**config.mk**
```make
export PLATFORM = sky130hd
export DESIGN_NAME = byte_word_packer_flat
export DESIGN_NICKNAME = d
export VERILOG_FILES = /design/src/rtl/byte_word_packer_pkg.sv /design/src/rtl/byte_word_packer_if.sv /design/src/rtl/byte_word_packer.sv /design/src/flat_wrapper.sv
export SDC_FILE = /design/constraint.sdc
export NUM_CORES = 1
export LEC_CHECK = 0
export BUFFER_PORTS_ARGS = -buffer_cell sky130_fd_sc_hd__buf_2
export CELL_PAD_IN_SITES_DETAIL_PLACEMENT = 1
export CELL_PAD_IN_SITES_GLOBAL_PLACEMENT = 1
export CORE_MARGIN = 3
export CORE_UTILIZATION = 39
export DETAILED_ROUTE_END_ITERATION = 6
export PLACE_DENSITY = 0.85
export REMOVE_ABC_BUFFERS = 1
export SYNTH_ARGS = -nofsm -noshare
export SYNTH_HDL_FRONTEND = slang
export SYNTH_SLANG_ARGS = --single-unit
```
**constraint.sdc**
```tcl
create_clock -name clk -period 1.6 [get_ports clk]
set_clock_uncertainty 0.15 [all_clocks]
set_input_delay 0.16 -clock clk [delete_from_list [all_inputs] [get_ports clk]]
set_output_delay 0.16 -clock clk [all_outputs]
set_load 0.005 [all_outputs]
```
**src/rtl/byte_word_packer_pkg.sv**
```systemverilog
// Shared types for the byte-to-word packer: the word/byte union view,
// lane index and keep types, and the lane-order helper.
package byte_word_packer_pkg;

    localparam int BYTES_PER_WORD = 4;

    typedef logic [3:0] byte_keep_t;
    typedef logic [1:0] byte_idx_t;

    typedef struct packed {
        logic [7:0] byte3;
        logic [7:0] byte2;
        logic [7:0] byte1;
        logic [7:0] byte0;
    } word_bytes_t;

    typedef union packed {
        logic [31:0] word;
        word_bytes_t bytes;
    } genericUnion_t;

    // Maps arrival position within a word onto the byte lane it lands in.
    function automatic byte_idx_t lane_of(input byte_idx_t idx, input bit lsb_first);
        return lsb_first ? idx : byte_idx_t'(BYTES_PER_WORD - 1) - idx;
    endfunction

endpackage

```
**src/rtl/byte_word_packer_if.sv**
```systemverilog
// Byte-in / word-out valid-ready bundle; slave is the packer's view,
// master is the view of whatever drives and consumes it.
interface byte_word_packer_if;
    import byte_word_packer_pkg::*;

    logic          s_valid;
    logic          s_ready;
    logic [7:0]    s_data;
    logic          s_last;
    logic          m_valid;
    logic          m_ready;
    genericUnion_t m_data;
    byte_keep_t    m_keep;
    logic          m_last;

    modport master (
        output s_valid, s_data, s_last, m_ready,
        input  s_ready, m_valid, m_data, m_keep, m_last
    );

    modport slave (
        input  s_valid, s_data, s_last, m_ready,
        output s_ready, m_valid, m_data, m_keep, m_last
    );

endinterface

```
**src/rtl/byte_word_packer.sv**
```systemverilog
// Packs an 8-bit valid/ready byte stream into 32-bit words with lane keep,
// last-flag early close and a synchronous abort.
module byte_word_packer
    import byte_word_packer_pkg::*;
#(
    parameter bit LSB_FIRST = 1'b1,
    parameter int CNT_W     = 16
) (
    input  logic                 clk,
    input  logic                 rst_n,
    input  logic                 clear,
    byte_word_packer_if.slave    bus,
    output logic [CNT_W-1:0]     word_cnt
);

    byte_idx_t     idx;
    byte_idx_t     lane;
    genericUnion_t acc;
    genericUnion_t merged;
    byte_keep_t    acc_keep;
    byte_keep_t    merged_keep;
    logic          accept;
    logic          close;

    // A stalled output word blocks input, so the accumulator can never overrun.
    always_comb begin
        bus.s_ready = !clear && (!bus.m_valid || bus.m_ready);
    end

    always_comb begin
        lane   = lane_of(idx, LSB_FIRST);
        merged = acc;
        case (lane)
            2'd0: merged.bytes.byte0 = bus.s_data;
            2'd1: merged.bytes.byte1 = bus.s_data;
            2'd2: merged.bytes.byte2 = bus.s_data;
            2'd3: merged.bytes.byte3 = bus.s_data;
        endcase
        merged_keep = acc_keep | (byte_keep_t'(1) << lane);
        accept      = bus.s_valid && bus.s_ready;
        close       = bus.s_last || (idx == byte_idx_t'(BYTES_PER_WORD - 1));
    end

    always_ff @(posedge clk or negedge rst_n) begin
        if (!rst_n) begin
            idx         <= '0;
            acc         <= '0;
            acc_keep    <= '0;
            bus.m_valid <= 1'b0;
            bus.m_data  <= '0;
            bus.m_keep  <= '0;
            bus.m_last  <= 1'b0;
            word_cnt    <= '0;
        end else if (clear) begin
            idx         <= '0;
            acc         <= '0;
            acc_keep    <= '0;
            bus.m_valid <= 1'b0;
            bus.m_keep  <= '0;
            bus.m_last  <= 1'b0;
        end else begin
            if (bus.m_valid && bus.m_ready) begin
                bus.m_valid <= 1'b0;
                word_cnt    <= word_cnt + CNT_W'(1);
            end
            // A closing byte reloads the output in the same cycle the old word leaves.
            if (accept) begin
                if (close) begin
                    bus.m_data  <= merged;
                    bus.m_keep  <= merged_keep;
                    bus.m_last  <= bus.s_last;
                    bus.m_valid <= 1'b1;
                    idx         <= '0;
                    acc         <= '0;
                    acc_keep    <= '0;
                end else begin
                    acc      <= merged;
                    acc_keep <= merged_keep;
                    idx      <= idx + byte_idx_t'(1);
                end
            end
        end
    end

endmodule

```
**src/flat_wrapper.sv**
```systemverilog
// flat-port wrapper written by rule: the top's interface ports become plain ports
module byte_word_packer_flat import byte_word_packer_pkg::*;
#(
    parameter bit LSB_FIRST = 1'b1,
    parameter int CNT_W     = 16
)
  (clk, rst_n, clear, word_cnt, bus_s_valid, bus_s_data, bus_s_last, bus_m_ready, bus_s_ready, bus_m_valid, bus_m_data, bus_m_keep, bus_m_last);
  byte_word_packer_if bus_i ();
  input  logic clk;
  input  logic rst_n;
  input  logic clear;
  output logic [CNT_W-1:0] word_cnt;
  input wire logic [$bits(bus_i.s_valid)-1:0] bus_s_valid;
  input wire logic [$bits(bus_i.s_data)-1:0] bus_s_data;
  input wire logic [$bits(bus_i.s_last)-1:0] bus_s_last;
  input wire logic [$bits(bus_i.m_ready)-1:0] bus_m_ready;
  output wire logic [$bits(bus_i.s_ready)-1:0] bus_s_ready;
  output wire logic [$bits(bus_i.m_valid)-1:0] bus_m_valid;
  output wire logic [$bits(bus_i.m_data)-1:0] bus_m_data;
  output wire logic [$bits(bus_i.m_keep)-1:0] bus_m_keep;
  output wire logic [$bits(bus_i.m_last)-1:0] bus_m_last;
  assign bus_i.s_valid = bus_s_valid;
  assign bus_i.s_data = bus_s_data;
  assign bus_i.s_last = bus_s_last;
  assign bus_i.m_ready = bus_m_ready;
  assign bus_s_ready = bus_i.s_ready;
  assign bus_m_valid = bus_i.m_valid;
  assign bus_m_data = bus_i.m_data;
  assign bus_m_keep = bus_i.m_keep;
  assign bus_m_last = bus_i.m_last;
  byte_word_packer #(.LSB_FIRST(LSB_FIRST), .CNT_W(CNT_W)) u_core (.clk(clk), .rst_n(rst_n), .clear(clear), .bus(bus_i), .word_cnt(word_cnt));
endmodule
```
# Yosys cells after proc, flatten, opt, wreduce, memory -nomap -nowiden
# Cells that the tools add are included.
# word_totals
register_bits	92
out_inout_bits	55
# classes
n_addsub	2
eq_ne	3
shift	1
mux	23
bitwise_logic	2
reduce_logical	13
# op_table
op	n
two-way mux 32 bit	3
two-way mux 8 bit	4
two-way mux 4 bit	6
adder 16 x 1 -> 16 bit (second input constant)	1
two-way mux 1 bit	7
two-way mux 2 bit	3
== test 2 bit (second input constant)	2
OR 4 bit	1
AND reduction 2 bit	2
nonzero test 2 bit	2
left shift 1 x 2 -> 4 bit (first input constant)	1
logical AND 1 bit	3
AND reduction 3 bit	1
adder 2 x 1 -> 2 bit (second input constant)	1
== test 2 x 1 -> 1 bit (second input constant)	1
logical NOT 1 bit	2
logical NOT 2 bit	1
logical OR 1 bit	2
inverter 1 bit	1

# Longest topological paths before layout
# depth
depth_word	6
ltp_mapped	6
ltp_nobuf	5

# Worst setup path after synthesis
# No wires, ideal clock.
# synth_timing
kind	register to register
startpoint	reg u_core.idx[0]
endpoint	reg u_core.acc[25] in the netlist's numbering
setup_ns	0.066
arrival_ns	1.542
setup_slack_ns	-0.158
stages_incl_launch_ff	6
path_buffers	1
synth_period_minus_slack_ns	1.758
path_cell_list	dfrtp_1 ha_1 or2_2 a31oi_1 clkbuf_1 and2_1
# synth_between
elab_chain_cells	5
word_cells_on_any_way	6
# synth_rtl
element	line_no	text
start: declaration	byte_word_packer.sv:16	byte_idx_t idx;
start signal: assignment	byte_word_packer.sv:79	idx <= idx + byte_idx_t'(1);
== test 2 bit *	byte_word_packer.sv:33, byte_word_packer.sv:41	
two-way mux 8 bit or logical OR 1 bit (tied branches)	byte_word_packer.sv:33, byte_word_packer.sv:41	
two-way mux 32 bit *	byte_word_packer.sv:68	if (close) begin
two-way mux 32 bit *	byte_word_packer.sv:67	if (accept) begin
two-way mux 32 bit *	byte_word_packer.sv:54	end else if (clear) begin
end signal: assignment	byte_word_packer.sv:77	acc <= merged;
end: declaration	byte_word_packer.sv:18	genericUnion_t acc;
# Mark *: on every way between the ends. The rest lies on a longest branch, timed or not. The select of a mux whose other input is x is not followed.
# A chain may end at the register's enable or synchronous reset.

# Worst setup path after layout
# layout_timing
startpoint	reg u_core.idx[0]
endpoint	reg u_core.bus.m_last
# layout_between
elab_chain_cells	4
# layout_rtl
element	line_no	text
== test 2 bit	byte_word_packer.sv:41	close = bus.s_last || (idx == byte_idx_t'(BYTES_PER_WORD - 1));
logical OR 1 bit	byte_word_packer.sv:41	
nonzero test 2 bit (no line)	--	
AND reduction 2 bit (no line)	--	
end signal: assignment	byte_word_packer.sv:71	bus.m_last <= bus.s_last;
end: declaration	byte_word_packer_if.sv:23	output s_ready, m_valid, m_data, m_keep, m_last
# No other way between the ends.

==> results.md <==
* Flop pwr share at 47.8%
* DRT iter0 DRCs at 199
* R2R depth at 7
* Leak at 2.679 nW
* R2R setup slack at -0.26 ns
* Placed Area at 4656 um^2
* Routed wl met3 at 873 um
* Post-synth top flop: dfrtp_1
* First-pass GRT wire length at 21.02 mm
* Status: complete, but fails checks
* Pwr Density at 989.3 nW/um^2
* Cell row count at 35
* Rel. slew slack at 72.89%
* Avg Inst Size Synth at 11.59 um^2
* Hold Path Class: in -> reg
* Vias in the first global route at 3,548
* Final Worst Setup Slack at -0.2650 ns
* Hold EP: u_core.acc[17]
* Global route overflow at 0
* Number of hold violations in the final report at 0
* HPWL Detailed at 7.170 mm
* Fin nets at 478
* # DRC at 0
* Vias per inst at 5.694
* Clock Pin Slew Worst Setup and Hold Paths at 0.09 ns
* Unrepaired setup endpoints after global routing: true
* WS Path Type: reg -> reg
* CP arrival at 2.02 ns
* Die Ht at 105.8 um
* Fmax at 0.5362 GHz
* Worst-path fanout max at 7
* Share of cells above drive strength 1 at 52.92%
* Post-route design area at 5794 um^2
* First-pass iteration count of the detailed router at 5
* Synth unique cells at 33
* Commonest non-fill, non-tap cells in the layout: dfrtp_1, buf_2, a21oi_2, mux2i_1, buf_4
* Post-synth top area share at 59.28%
* Synthesized area at 3884 um^2
* Logic pwr share at 20.9%
* Failing checks: setup timing
* CTS Sinks at 92
* Sw Ratio at 30.59%
* Clock Tree Buf Depth at 2
* Seq/Total Area, Yosys at 59.28%
* CP Data Required Time at 1.76 ns
* ANT cells at 0
* Reg2reg end: u_core.bus.m_last
* Yosys warning count at 0
* Root Driver: clkbuf_8
* Worst Tran Pin Value at 0.4024 ns
* H-tree lvl count at 3
* Setup WS pre-CTS at -0.3109 ns
* Later-pin clock latency in the skew report at 0.38 ns
* Peak supply drop at 0.4648 mV
* EDFF count, synth at 0
* Number of synthesized register bits at 92
* Largest net degree at the start of global routing at 38
* Ranking of synthesized cells by area: dfrtp_1, mux2i_1, a22o_1, a21oi_1, nor2_1
* Clk pwr share at 31.3%
* Asr flop ratio synth at 100.0%
* Area Overhead vs Synth at 49.19%
* HP Start: bus_s_data[1]
* Gr usage total at 24.66%
* Die footprint at 11,190 um^2
* Int Power at 3.979 mW
* Commonest non-fill, non-tap cell in the layout: dfrtp_1
* Post-route ant nets at 0
* Sw Pwr at 1.754 mW
* Fin crit share at 116.6%
* Total Wirelength at 15.15 mm
* Post-route minimum period at 1.865 ns
* Min Hold Slack at 0.03755 ns
* Crit. End Element: register
* WHS Path Cells at 2
* Final Slew Violations at 0
* Max Cap Viol at 0
* Routed WL per cell at 25.59 um
* Initial antenna violation count at 0
* Startpoint types: register
* Setup-failing EPs final at 79
* Via Count at 3,371
* IO Count at 69
* Cell taking the most area after synthesis: dfrtp_1
* Initial Util at 41.06%
* Wire length on met1 at 5.720 mm
* GPL Wtd Cong at 0.8184
* Core area at 9459 um^2
* Mapped Cells at 335
* DR WL met2 at 8.049 mm
* CTS tree: yes
* Port bufs at 68
* Die span in x at 105.8 um
* R2R Path Start: u_core.idx[0]
* Top Layer Used: met4
* CTS buffer count at 9
timing repair:
action	in CTS	in global routing
gates cloned	6	2
hold buffers	4	0
setup endpoints to repair	77	84
hold endpoints to repair	97	0
resized for setup	51	114
buffers inserted	11	8
pin swaps	18	47
power by group through the flow:
stage          sequential (mW)  clock, mW  combinational (mW)
2_1_floorplan             2.74          0               0.306
3_3_place_gp              2.70          0               0.799
3_5_place_dp              2.72          0               0.849
4_1_cts                   2.68       1.76               0.965
5_1_grt                   2.76       1.90                1.29
6_report                  2.74       1.79                1.20
per-layer routing:
metal / up-vias / GRT usage, %
li1: 1414 / -
met1: 1749 / 31.11
met2: 158 / 43.21
met3: 50 / 4.164
met4: 0 / 7.678
met5: - / 0
worst max-delay path by stage:
stage	start	endpoint	slack, ns	depth (start not counted)
2_1_floorplan	u_core.idx[0]	u_core.bus.m_keep[0]	-1.57	5
3_3_place_gp	u_core.idx[0]	u_core.acc[8]	-0.20	5
3_5_place_dp	u_core.idx[0]	u_core.acc[7]	-0.31	5
4_1_cts	u_core.idx[1]	u_core.bus.m_data[14]	-0.27	10
5_1_grt	u_core.idx[0]	u_core.bus.m_data[14]	-0.34	10
6_report	u_core.idx[0]	u_core.bus.m_last	-0.26	7
cell families after synthesis:
logic type / share of synthesized area, %
flops: 59.28
simple gates: 12.15
compound gates: 12.34
mux: 8.537
buf+inv: 2.706
xor+xnor: 3.383
fa+ha+maj: 1.611
Yosys cell counts (all sizes together) (2+ instances only):
master and count:
and3 5, dfrtp 92, a22o 25, nor2 45
inv 6, nand4 4, a21oi 39, and2 8
ha 5, xnor2 9, buf 10, mux2i 32
o21ai 11, clkbuf 7, nand2 12, xor2 6
nand3 7, nor3 2
area by class of cell:
class	count	area [um^2]
fill	969	3665
tap	129	161.4
multi-input combinational	220	1994
inverter	6	26.28
timing repair buffer	130	1097
clock inverter	6	88.84
sequential	92	2302
clock buffer	9	123.9
critical path: stages, from the launching register on:
cell	delay (ns)
dfrtp_1	0.40
ha_2	0.20
buf_4	0.13
or2_4	0.26
buf_6	0.13
a31oi_4	0.19
buf_6	0.19
a22o_1	0.16
metrics by stage:
stage                     power (mW)  std cells  util, %  setup TNS (ns)
final                          5.732        592    61.26          -14.14
after global routing           5.950        592    61.26          -19.39
after CTS                      5.405        586    56.08          -12.93
after detailed placement       3.565        550    49.22          -15.74
after global placement         3.498        550    49.22          -9.611
after floorplan                3.043        318        -          -64.80
state kept, by name, summed over array words and instances (netlist names):
name	flops
u_core.bus.m_valid	1
u_core.acc	32
u_core.bus.m_data	32
u_core.bus.m_keep	4
u_core.acc_keep	4
u_core.bus.m_last	1
u_core.word_cnt	16
u_core.idx	2
Note: power is estimated with default switching activity, not from simulation.
